$ cat src/rtl/id_ex_stage.sv
// ID/EX pipeline register for the 32-bit ALU path: captures decoded operands and control,
// supports stall/flush, and forwards MEM/WB results onto the ALU operands combinationally.
module id_ex_stage #(
    parameter int unsigned DATA_W     = 32,
    parameter int unsigned REG_ADDR_W = 5
) (
    input  logic                  clk,
    input  logic                  rst,
    input  logic                  stall_e,
    input  logic                  flush_e,
    input  logic                  valid_d,
    input  logic [DATA_W-1:0]     rd1_d,
    input  logic [DATA_W-1:0]     rd2_d,
    input  logic [DATA_W-1:0]     imm_d,
    input  logic [REG_ADDR_W-1:0] rs_d,
    input  logic [REG_ADDR_W-1:0] rt_d,
    input  logic [REG_ADDR_W-1:0] rd_d,
    input  logic [2:0]            alu_control_d,
    input  logic                  alu_src_d,
    input  logic                  reg_dst_d,
    input  logic                  reg_write_d,
    input  logic                  mem_to_reg_d,
    input  logic                  mem_write_d,
    input  logic [DATA_W-1:0]     alu_out_m,
    input  logic [DATA_W-1:0]     result_w,
    input  logic [REG_ADDR_W-1:0] write_reg_m,
    input  logic [REG_ADDR_W-1:0] write_reg_w,
    input  logic                  reg_write_m,
    input  logic                  reg_write_w,
    output logic [DATA_W-1:0]     num1_e,
    output logic [DATA_W-1:0]     num2_e,
    output logic [2:0]            alu_control_e,
    output logic [DATA_W-1:0]     write_data_e,
    output logic [REG_ADDR_W-1:0] write_reg_e,
    output logic                  reg_write_e,
    output logic                  mem_to_reg_e,
    output logic                  mem_write_e,
    output logic [REG_ADDR_W-1:0] rs_e,
    output logic [REG_ADDR_W-1:0] rt_e,
    output logic                  valid_e,
    output logic [1:0]            fwd_a_e,
    output logic [1:0]            fwd_b_e
);

    localparam logic [2:0] AluAdd = 3'b010;
    localparam logic [1:0] FwdNone = 2'b00;
    localparam logic [1:0] FwdWb   = 2'b01;
    localparam logic [1:0] FwdMem  = 2'b10;

    logic                  valid_q;
    logic [DATA_W-1:0]     rd1_q;
    logic [DATA_W-1:0]     rd2_q;
    logic [DATA_W-1:0]     imm_q;
    logic [REG_ADDR_W-1:0] rs_q;
    logic [REG_ADDR_W-1:0] rt_q;
    logic [REG_ADDR_W-1:0] rd_q;
    logic [2:0]            alu_control_q;
    logic                  alu_src_q;
    logic                  reg_dst_q;
    logic                  reg_write_q;
    logic                  mem_to_reg_q;
    logic                  mem_write_q;

    // Priority: reset, then bubble, then hold, then capture.
    always_ff @(posedge clk) begin
        if (rst) begin
            valid_q       <= 1'b0;
            rd1_q         <= '0;
            rd2_q         <= '0;
            imm_q         <= '0;
            rs_q          <= '0;
            rt_q          <= '0;
            rd_q          <= '0;
            alu_control_q <= '0;
            alu_src_q     <= 1'b0;
            reg_dst_q     <= 1'b0;
            reg_write_q   <= 1'b0;
            mem_to_reg_q  <= 1'b0;
            mem_write_q   <= 1'b0;
        end else if (flush_e) begin
            valid_q       <= 1'b0;
            rd1_q         <= '0;
            rd2_q         <= '0;
            imm_q         <= '0;
            rs_q          <= '0;
            rt_q          <= '0;
            rd_q          <= '0;
            alu_control_q <= AluAdd;
            alu_src_q     <= 1'b0;
            reg_dst_q     <= 1'b0;
            reg_write_q   <= 1'b0;
            mem_to_reg_q  <= 1'b0;
            mem_write_q   <= 1'b0;
        end else if (!stall_e) begin
            valid_q       <= valid_d;
            rd1_q         <= rd1_d;
            rd2_q         <= rd2_d;
            imm_q         <= imm_d;
            rs_q          <= rs_d;
            rt_q          <= rt_d;
            rd_q          <= rd_d;
            alu_control_q <= alu_control_d;
            alu_src_q     <= alu_src_d;
            reg_dst_q     <= reg_dst_d;
            reg_write_q   <= reg_write_d;
            mem_to_reg_q  <= mem_to_reg_d;
            mem_write_q   <= mem_write_d;
        end
    end

    // MEM is the younger producer, so it wins over WB; r0 is hardwired zero.
    always_comb begin
        fwd_a_e = FwdNone;
        if (reg_write_m && (write_reg_m != '0) && (write_reg_m == rs_q)) begin
            fwd_a_e = FwdMem;
        end else if (reg_write_w && (write_reg_w != '0) && (write_reg_w == rs_q)) begin
            fwd_a_e = FwdWb;
        end

        fwd_b_e = FwdNone;
        if (reg_write_m && (write_reg_m != '0) && (write_reg_m == rt_q)) begin
            fwd_b_e = FwdMem;
        end else if (reg_write_w && (write_reg_w != '0) && (write_reg_w == rt_q)) begin
            fwd_b_e = FwdWb;
        end
    end

    always_comb begin
        num1_e = rd1_q;
        unique case (fwd_a_e)
            FwdMem:  num1_e = alu_out_m;
            FwdWb:   num1_e = result_w;
            default: num1_e = rd1_q;
        endcase

        write_data_e = rd2_q;
        unique case (fwd_b_e)
            FwdMem:  write_data_e = alu_out_m;
            FwdWb:   write_data_e = result_w;
            default: write_data_e = rd2_q;
        endcase

        num2_e = alu_src_q ? imm_q : write_data_e;
    end

    assign write_reg_e   = reg_dst_q ? rd_q : rt_q;
    assign alu_control_e = alu_control_q;
    assign reg_write_e   = reg_write_q;
    assign mem_to_reg_e  = mem_to_reg_q;
    assign mem_write_e   = mem_write_q;
    assign rs_e          = rs_q;
    assign rt_e          = rt_q;
    assign valid_e       = valid_q;

endmodule

$ cat config.mk
export PLATFORM = sky130hd
export DESIGN_NAME = id_ex_stage
export DESIGN_NICKNAME = d
export VERILOG_FILES = /design/src/rtl/id_ex_stage.sv
export SDC_FILE = /design/constraint.sdc
export NUM_CORES = 1
export LEC_CHECK = 0
export ABC_AREA = 1
export CAP_MARGIN = 0
export CELL_PAD_IN_SITES_DETAIL_PLACEMENT = 1
export CELL_PAD_IN_SITES_GLOBAL_PLACEMENT = 2
export CORE_ASPECT_RATIO = 1.4
export CORE_MARGIN = 2
export CORE_UTILIZATION = 20
export CTS_BUF_LIST = sky130_fd_sc_hd__clkbuf_16
export CTS_CLUSTER_DIAMETER = 50
export DETAILED_ROUTE_END_ITERATION = 12
export GPL_TIMING_DRIVEN = 0
export PLACE_DENSITY_LB_ADDON = 0.25
export RECOVER_POWER = 25
export SYNTH_ARGS = -nofsm -noshare
export SYNTH_HDL_FRONTEND = slang
export SYNTH_SLANG_ARGS = --single-unit
$ cat constraint.sdc
create_clock -name clk -period 2.15 [get_ports clk]
set_input_delay 0.43 -clock clk [delete_from_list [all_inputs] [get_ports clk]]
set_output_delay 0.43 -clock clk [all_outputs]
set_load 0.02 [all_outputs]
==> results.yml, run 1 <==
run_status:
  outcome: "finished, violations left"
  violations: "setup timing"
power_and_ir_drop:
  power.density_nw_per_um2: 540
  ir_drop_mv: 0.468
  power_mw: 6.72
  power_leakage_nw: 5.31
synthesis:
  ys_types: 25
  synthAdderAreaFrac_pct: 0
  synth-simple-area-share_pct: 43.3
  yosysWarnings: 0
  syn_nets: 1191
  ys_seq_area_share_pct: 37.3
  synth_cells: 991
  synth_top_family_by_area: "simple AND/OR/NAND/NOR gates"
  syn-cell-area_um2: 6440
  synth_compound_area_share_pct: 10.0
  synth.mux.area_fraction_pct: 0
  yosys_register_bits: 120
  synth_xor_area_share_pct: 1.90
  avgSynthCellArea_um2: 6.50
timing:
  setup_viol: 100
  period_minus_slack_ps: 2610
  holdWs_ps: 464
  tightest_slew_ps: 842
  rsz0062_at_grt: "true"
  setup_slack_ps: -455
  hold_viol_final: 0
  slew_headroom_pct: 43.8
  fin_setup_tns_ps: -33880
  fmax_mhz: 384
  clock_skew_ps: 0
  finalMaxSlewViolations: 0
  period_share_pct: 121
die:
  start_util_pct: 20.3
  io_pins: 322
  rows: 77
  die_x_um: 156
  die_area_um2: 33700
  core_um2: 31700
  dieHeight_um: 216
min_path:
  hp-class: "reg -> reg"
critical_path:
  rrSetupSlack_ps: 750
  path_max_fanout: 10
  startpoint_type: "register"
  worstRegToRegCells: 2
  cp-endpoint: "write_data_e[20]"
  crit_required_ps: 1720
  reg2reg_from: "alu_src_q"
  r2r_end: "alu_src_q"
  crit_path_end_kind: "output port"
  cp.arrival_ps: 2180
  cp-startpoint: "rt_e[0]"
  path_class: "reg -> out"
run:
  maxCapViolCount: 0
placed_design:
  hpwl_um: 27500
  dp_cells: 1706
  io_buffers: 320
  post_dp_cell_area_um2: 10100
  gp_congestion: 0.830
final_layout:
  fin_cells: 1770
  area_delta_synth_final_pct: 93.3
  final_cell_mix: "385 x nand2_1, 192 x clkdlybuf4s50_1, 115 x a21oi_1, 113 x dfxtp_1, 108 x nand3_2"
  drive_above_1_share_pct: 30.1
  layout.nets: 1555
  stdcell_area_um2: 12500
  fillCellCount: 3809
  layout_commonest_cell: "nand2_1"
global_routing:
  grt_max_degree: 17
  grt_overflow: 0
  grt.total_usage_pct: 21.2
  antenna_found_initial: 7
  grt_pass1_vias: 8530
  grt_first_pass_wirelength_um: 53200
detailed_routing:
  ant_nets: 0
  drt-initial-drc-count: 300
  drt_wl_total_um: 35800
  drc: 0
  first_pass_iters: 4
  routedWlPerCell_um: 20.2
  via_per_inst: 4.50
  vias: 7971
clock_tree:
  ctsHoldBuffers: 0
  cts-root-buf: "clkbuf_16"
  ctsLongestPathBuffers: 2
  clk_latency_ps: 430
  path_clk_slew_ps: 60
  numClockSinks: 120
  tritoncts: "built"
  numCtsBuffers: 17
  htree_levels: 4
## worst min-delay path by stage
stage                   start         to  cells after the start
CTS                 rd2_q[13]  rd2_q[13]                      2
finish               imm_q[6]   imm_q[6]                      2
global placement    rd2_q[18]  rd2_q[18]                      2
floorplan            rd1_q[3]   rd1_q[3]                      2
detailed placement  rd2_q[18]  rd2_q[18]                      2
global route          rd_q[4]    rd_q[4]                      2
## area by class of cell
| class | instances | area [um2] | share of cell area [%] |
|---|---|---|---|
| repair buffers | 346 | 3630 | 29.2 |
| plain buffers | 74 | 618 | 4.96 |
| clock buffers | 17 | 425 | 3.41 |
| multi-input cells | 777 | 4580 | 36.8 |
| well taps | 395 | 494 | 3.97 |
| clock inverters | 15 | 161 | 1.30 |
| flip-flops and latches | 120 | 2420 | 19.5 |
| inverters | 19 | 104 | 0.834 |
| diodes | 7 | 17.5 | 0.141 |
## logic make-up (layout without fill, tap and decap cells)
family	count (synthesis)	after routing
AO/OA/AOI/OAI	126	126
flip-flops	120	120
XOR/XNOR	14	14
buffers and inverters	94	471
AND/OR/NAND/NOR	637	637
other	0	7
## synth_stat cells (all sizes together)
master,number,area share (%)
nand3b,1,0.12
clkbuf,38,2.2
nor3,4,0.39
nand4,1,0.097
nand2,445,26
o21ai,5,0.39
buf,37,4.2
xnor2,3,0.41
xor2,11,1.5
clkinv,1,0.058
inv,18,1.0
nand3,164,15
a21oi,115,8.9
nor2,21,1.4
a211oi,6,0.70
or2,1,0.097
dfxtp,120,37
## where the power goes
part	leakage [nW]	internal, mW	total (mW)	switching [mW]
sequential	0.983	2.29	2.36	0.0617
clock	0.285	1.80	2.94	1.14
combinational	4.05	0.714	1.43	0.715
total	5.31	4.81	6.72	1.91
## timing repair
action                     in CTS  in global routing
setup buffers                  12                  5
cloned                          7                  2
pin swaps                      28                 34
resized for setup             778                153
setup endpoints to repair     105                100
## flip-flops by register name (all words and copies together), names as in the netlist, 3 cells and up
| name | cells |
|---|---|
| imm_q | 32 |
| rd1_q | 32 |
| rd_q | 5 |
| alu_control_e | 3 |
| rt_e | 5 |
| rs_e | 5 |
| rd2_q | 32 |
## critical path, cell delays in order, from the launching register on
cell	delay, ps
dfxtp_4	360
xnor2_2	160
nand2_2	80
nor2_4	130
nand3_4	170
buf_12	210
buf_12	150
nand3_1	100
nand3_2	90
buf_4	150
buf_4	150
## routing by layer
| metal | GRT usage [%] | share of wire (%) |
|---|---|---|
| met1 | 23.8 | 40 |
| met2 | 38.8 | 54 |
| met3 | 4.50 | 4.4 |
| met4 | 7.92 | 2.1 |
| met5 | 0 | 0 |
## per-stage QoR
stage	util (%)	worst slack, ps
after floorplan	-	64.5
after global placement	32.0	-1450
after detailed placement	32.0	-1470
after CTS	37.0	-437
after global routing	39.3	-570
final	39.3	-455
Note: power is estimated with default switching activity, not from simulation.
==> run 2: changes to the inputs <==
Settings changed: CTS_BUF_LIST sky130_fd_sc_hd__clkbuf_16 to unset, RECOVER_POWER 25 to 50.
==> run 2 against run 1 <==
The run still ends with setup timing left. Wire length is 0.25% higher. Largest cell class unchanged. Power is 1.3% higher. Combinational power hardly changed. Clock power is 3% higher. Final area is 0.11% higher. Die area stayed put. Core utilization hardly changed. Highest routed layer unchanged. Non-clock buffer count stayed put.
==> results.yml, run 2 (synthesis results as in run 1) <==
final_layout:
  finish.utilization_pct: 39.3
  fillCellCount: 3805
  layout.nets: 1555
  top_regs: "imm_q x32, rd1_q x32, rd2_q x32"
  drive_above_1_share_pct: 30.3
  area_delta_synth_final_pct: 93.6
  final_cell_mix: "385 x nand2_1, 191 x clkdlybuf4s50_1, 115 x a21oi_1, 113 x dfxtp_1, 109 x nand3_2"
  layout_commonest_cell: "nand2_1"
global_routing:
  grt_max_degree: 17
  grt.total_usage_pct: 21.2
  antenna_found_initial: 7
  grt_overflow: 0
  grt_pass1_vias: 8537
  grt_first_pass_wirelength_um: 53100
critical_path:
  crit_path_end_kind: "output port"
  reg2reg_from: "alu_src_q"
  slowest_delay_ps: 360
  crit_slowest_cell: "dfxtp_4"
  path_class: "reg -> out"
  rrSetupSlack_ps: 760
  startpoint_type: "register"
  cp.arrival_ps: 2180
  path_buf_inv: 4
  crit_required_ps: 1720
  worstRegToRegCells: 2
  path_max_fanout: 10
  critical_path.cell_chain: "xnor2_2, nand2_2, nor2_4, nand3_4, buf_12, buf_12, nand3_1, nand3_2, buf_4, buf_4"
  r2r_end: "alu_src_q"
  crit_family: "buffers and inverters"
  path_depth: 10
run_status:
  outcome: "finished, violations left"
  violations: "setup timing"
die:
  io_pins: 322
  start_util_pct: 20.3
  core_um2: 31700
  die_x_um: 156
  die_area_um2: 33700
  rows: 77
  dieHeight_um: 216
detailed_routing:
  routedWlPerCell_um: 20.3
  drt-initial-drc-count: 315
  drc: 0
  first_pass_iters: 5
  vias: 8031
  via_per_inst: 4.53
  drt_wl_total_um: 35900
  ant_nets: 0
clock_tree:
  ctsLongestPathBuffers: 2
  numClockSinks: 120
  clk_latency_ps: 430
  cts-root-buf: "clkbuf_16"
  tritoncts: "built"
  path_clk_slew_ps: 60
  ctsHoldBuffers: 0
  numCtsBuffers: 17
  htree_levels: 4
timing:
  rsz0062_at_grt: "true"
  holdWs_ps: 464
  period_share_pct: 121
  finalMaxSlewViolations: 0
  period_minus_slack_ps: 2610
  setup_viol: 100
  clock_skew_ps: 0
  setup_slack_ps: -456
  slew_headroom_pct: 43.7
  hold_viol_final: 0
  fmax_mhz: 384
  fin_setup_tns_ps: -34210
  tightest_slew_ps: 844
power_and_ir_drop:
  ir_drop_mv: 0.468
  power.density_nw_per_um2: 546
  power_leakage_nw: 5.32
  power_mw: 6.81
placed_design:
  io_buffers: 320
  hpwl_um: 27500
  gp_congestion: 0.830
min_path:
  min_from: "imm_q[6]"
  hold_depth: 2
  holdPathEnd: "imm_q[6]"
  hp-class: "reg -> reg"
run:
  maxCapViolCount: 0
## run 2: changes by cell type in the layout (fill, tap and decap cells not counted), sizes merged
cell           change
clkdlybuf4s50      -1
dlygate4sd3        +1
clkbuf             +3
diode              +1
inv                -1
clkinv             -2
## run 2: worst max-delay path by stage
stage	from	to	slack [ps]
2_1_floorplan	rt_e[0]	num2_e[0]	60
3_3_place_gp	write_reg_m[0]	num1_e[14]	-1450
3_5_place_dp	write_reg_m[1]	num1_e[14]	-1470
4_1_cts	rt_e[1]	num2_e[23]	-440
5_1_grt	rt_e[1]	num2_e[12]	-570
6_report	rt_e[0]	write_data_e[20]	-460
## run 2: report_power, final
part	switching (mW)	internal, mW	leakage, nW
clock network	1.15	1.88	0.292
logic	0.716	0.714	4.05
registers	0.0617	2.29	0.983
total	1.93	4.89	5.32
## run 2: metal layers
metal	track usage [%]	vias up	wire [um]
met5	0	-	0
li1	-	3967	-
met2	38.8	211	19200
met4	8.01	0	812
met1	23.8	3818	14300
met3	4.36	35	1580
## run 2: worst min-delay path, cell delays in order (launching register included)
cell	delay (ps)
dfxtp_1	310
nand2_1	60
a21oi_1	50
## run 2: cell type report
cell class                      count  area, um2  share of cell area, %
Clock buffer                       20        457                   3.66
Tap cell                          395        494                   3.96
Antenna cell                        8       20.0                  0.161
Multi-Input combinational cell    777       4570                   36.6
Sequential cell                   120       2420                   19.4
Buffer                             74        618                   4.96
Clock inverter                     12        150                   1.20
Timing Repair Buffer              346       3640                   29.2
Inverter                           19        104                  0.833
## run 2: metrics by stage
| step | setup slack (ps) | area, um2 | cells |
|---|---|---|---|
| after floorplan | 64.5 | 6440 | 991 |
| after global placement | -1450 | 10100 | 1706 |
| after detailed placement | -1470 | 10100 | 1706 |
| after CTS | -441 | 11700 | 1756 |
| after global routing | -572 | 12500 | 1769 |
| final | -456 | 12500 | 1771 |
## run 2: what timing repair did
| item | 4_1_cts | 5_1_grt |
|---|---|---|
| buffers inserted | 12 | 5 |
| gates resized for setup | 775 | 155 |
| pin swaps | 28 | 33 |
| cloned | 7 | 2 |
| endpoints found under the setup margin | 105 | 100 |
==> run 3: changes to the inputs <==
Settings changed: CORE_MARGIN 2 to 1.5, GPL_TIMING_DRIVEN 0 to unset.
==> run 3 against run 2 <==
Final area is 8.9% higher. Clock skew stayed put. The run still ends with setup timing left. Worst hold slack hardly changed. Register-to-register slack better by 460 ps. Sequential cell count stayed put. Critical endpoint is now num2_e[15]. First-iteration DRC count is 9.2% higher. Clock power is 9.6% higher. Via count is 2.5% higher. Critical path depth is 1 higher.
==> results.yml, run 3 (synthesis results as in run 1) <==
run_status:
  outcome: "finished, violations left"
  violations: "setup timing"
timing:
  setup_slack_ps: -480
  clock_skew_ps: 0
  fin_setup_tns_ps: -35630
  period_share_pct: 122
  fmax_mhz: 380
  finalMaxSlewViolations: 0
  tightest_slew_ps: 865
  holdWs_ps: 463
  rsz0062_at_grt: "true"
  slew_headroom_pct: 42.0
  period_minus_slack_ps: 2630
  hold_viol_final: 0
  setup_viol: 135
detailed_routing:
  drt_wl_total_um: 36800
  ant_nets: 0
  vias: 8228
  via_per_inst: 4.58
  drc: 0
  drt-initial-drc-count: 344
  first_pass_iters: 5
  routedWlPerCell_um: 20.5
critical_path:
  r2r_end: "rt_e[1]"
  path_depth: 11
  path_class: "reg -> out"
  path_buf_inv: 4
  rrSetupSlack_ps: 1220
  crit_path_end_kind: "output port"
  cp.arrival_ps: 2200
  reg2reg_from: "rt_e[1]"
  crit_family: "simple AND/OR/NAND/NOR gates"
  crit_required_ps: 1720
  cp-startpoint: "rt_e[3]"
  worstRegToRegCells: 4
  slowest_delay_ps: 360
  path_max_fanout: 5
  crit_slowest_cell: "dfxtp_4"
  cp-endpoint: "num2_e[15]"
  startpoint_type: "register"
  critical_path.cell_chain: "xor2_1, nor2_2, nand3_4, buf_12, buf_12, clkbuf_16, nand3_2, nand3_2, nand2_1, nand2_1, buf_6"
final_layout:
  top_regs: "imm_q x32, rd1_q x32, rd2_q x32"
  area_delta_synth_final_pct: 111
  layout_commonest_cell: "nand2_1"
  layout.nets: 1581
  final_cell_mix: "384 x nand2_1, 205 x clkdlybuf4s50_1, 131 x buf_6, 115 x a21oi_1, 111 x dfxtp_1"
  drive_above_1_share_pct: 34.9
  fillCellCount: 3656
power_and_ir_drop:
  power_leakage_nw: 5.75
  power.density_nw_per_um2: 532
  p_int_mw: 5.27
  ir_drop_mv: 0.453
  combPwrFrac_pct: 21.5
  p_seq_share_pct: 32.6
  pwr-share-clk_pct: 45.9
  p_sw_mw: 1.96
  sw_frac_of_total_pct: 27.2
placed_design:
  hpwl_um: 24600
  gp_congestion: 0.859
  io_buffers: 321
  pre_cts_ws_ps: -1050
global_routing:
  grt.total_usage_pct: 21.5
  grt_first_pass_wirelength_um: 53700
  use_met2_pct: 38.6
  antenna_found_initial: 10
  met1_usage_pct: 24.5
  grt_pass1_vias: 8752
  use_met3_pct: 5.04
  grt_overflow: 0
  grt_max_degree: 62
  grt-busiest-layer: "met2"
run:
  maxCapViolCount: 0
die:
  core_um2: 31700
  die_x_um: 155
  rows: 77
  start_util_pct: 20.3
  die_area_um2: 33300
  dieHeight_um: 215
  io_pins: 322
clock_tree:
  numCtsBuffers: 17
  numClockSinks: 120
  ctsLongestPathBuffers: 2
  clk_latency_ps: 420
  tritoncts: "built"
  cts-root-buf: "clkbuf_16"
  path_clk_slew_ps: 60
  htree_levels: 4
min_path:
  hp-class: "reg -> reg"
-- run 3: cell count changes in the layout (fill, tap and decap cells not counted), moves of 4 or more --
| cell | change |
|---|---|
| buf_6 | +39 |
| nand3_4 | +39 |
| nand3_2 | -36 |
| clkbuf_1 | -34 |
| buf_4 | +14 |
| clkdlybuf4s50_1 | +14 |
| dlygate4sd3_1 | -14 |
| buf_12 | +12 |
| buf_16 | +5 |
| buf_1 | -4 |
| buf_2 | -4 |
| clkinv_2 | -4 |
-- run 3: cell type report --
cell class	instances	area (um2)	share of cell area (%)
clock buffers	22	474	3.49
inverters	19	92.6	0.681
well taps	395	494	3.64
flip-flops and latches	120	2430	17.9
multi-input cells	777	4890	36.0
repair buffers	446	5000	36.8
diodes	7	17.5	0.129
clock inverters	10	191	1.41
-- run 3: metal layers --
layer / vias up / routed length, um
met5: - / 60
met4: 8 / 1180
met3: 58 / 2090
met2: 242 / 19200
met1: 3900 / 14300
li1: 4020 / -
-- run 3: power by group through the flow --
| stage | sequential [mW] | clock, mW | combinational, mW |
|---|---|---|---|
| finish | 2.36 | 3.32 | 1.56 |
| global route | 2.36 | 3.50 | 1.67 |
| global placement | 2.39 | 0 | 1.33 |
| detailed placement | 2.39 | 0 | 1.33 |
| floorplan | 2.39 | 0 | 0.489 |
| CTS | 2.35 | 3.40 | 1.48 |
-- run 3: what timing repair did --
action / 4_1_cts / 5_1_grt
gates cloned: 13 / 5
hold buffers: 0 / 0
gates resized for setup: 743 / 159
buffers inserted: 31 / 9
hold endpoints to repair: 0 / 0
pin swaps: 49 / 39
endpoints found under the setup margin: 105 / 100
-- run 3: how the worst min path moves through the flow --
stage | start | endpoint | slack (ps) | cells after the start
after floorplan | rd1_q[3] | rd1_q[3] | 440 | 2
final | imm_q[31] | imm_q[31] | 460 | 2
after detailed placement | rd2_q[8] | rd2_q[8] | 450 | 2
after CTS | stall_e | reg_dst_q | 390 | 3
after global placement | rd1_q[3] | rd1_q[3] | 440 | 2
after global routing | imm_q[20] | imm_q[20] | 480 | 2
-- run 3: tightest hold or removal path, stage by stage, from the launching register on --
cell and delay [ps]:
dfxtp_1 310, nand2_1 60, a21oi_1 50
-- run 3: metrics by stage --
| stage | area, um2 | util (%) | power [mW] | cells |
|---|---|---|---|---|
| after detailed placement | 10500 | 33.1 | 3.72 | 1703 |
| after global routing | 13600 | 42.9 | 7.54 | 1795 |
| final | 13600 | 42.9 | 7.23 | 1796 |
| after CTS | 12800 | 40.3 | 7.23 | 1779 |
| after floorplan | 6440 | - | 2.88 | 991 |
| after global placement | 10500 | 33.1 | 3.72 | 1703 |
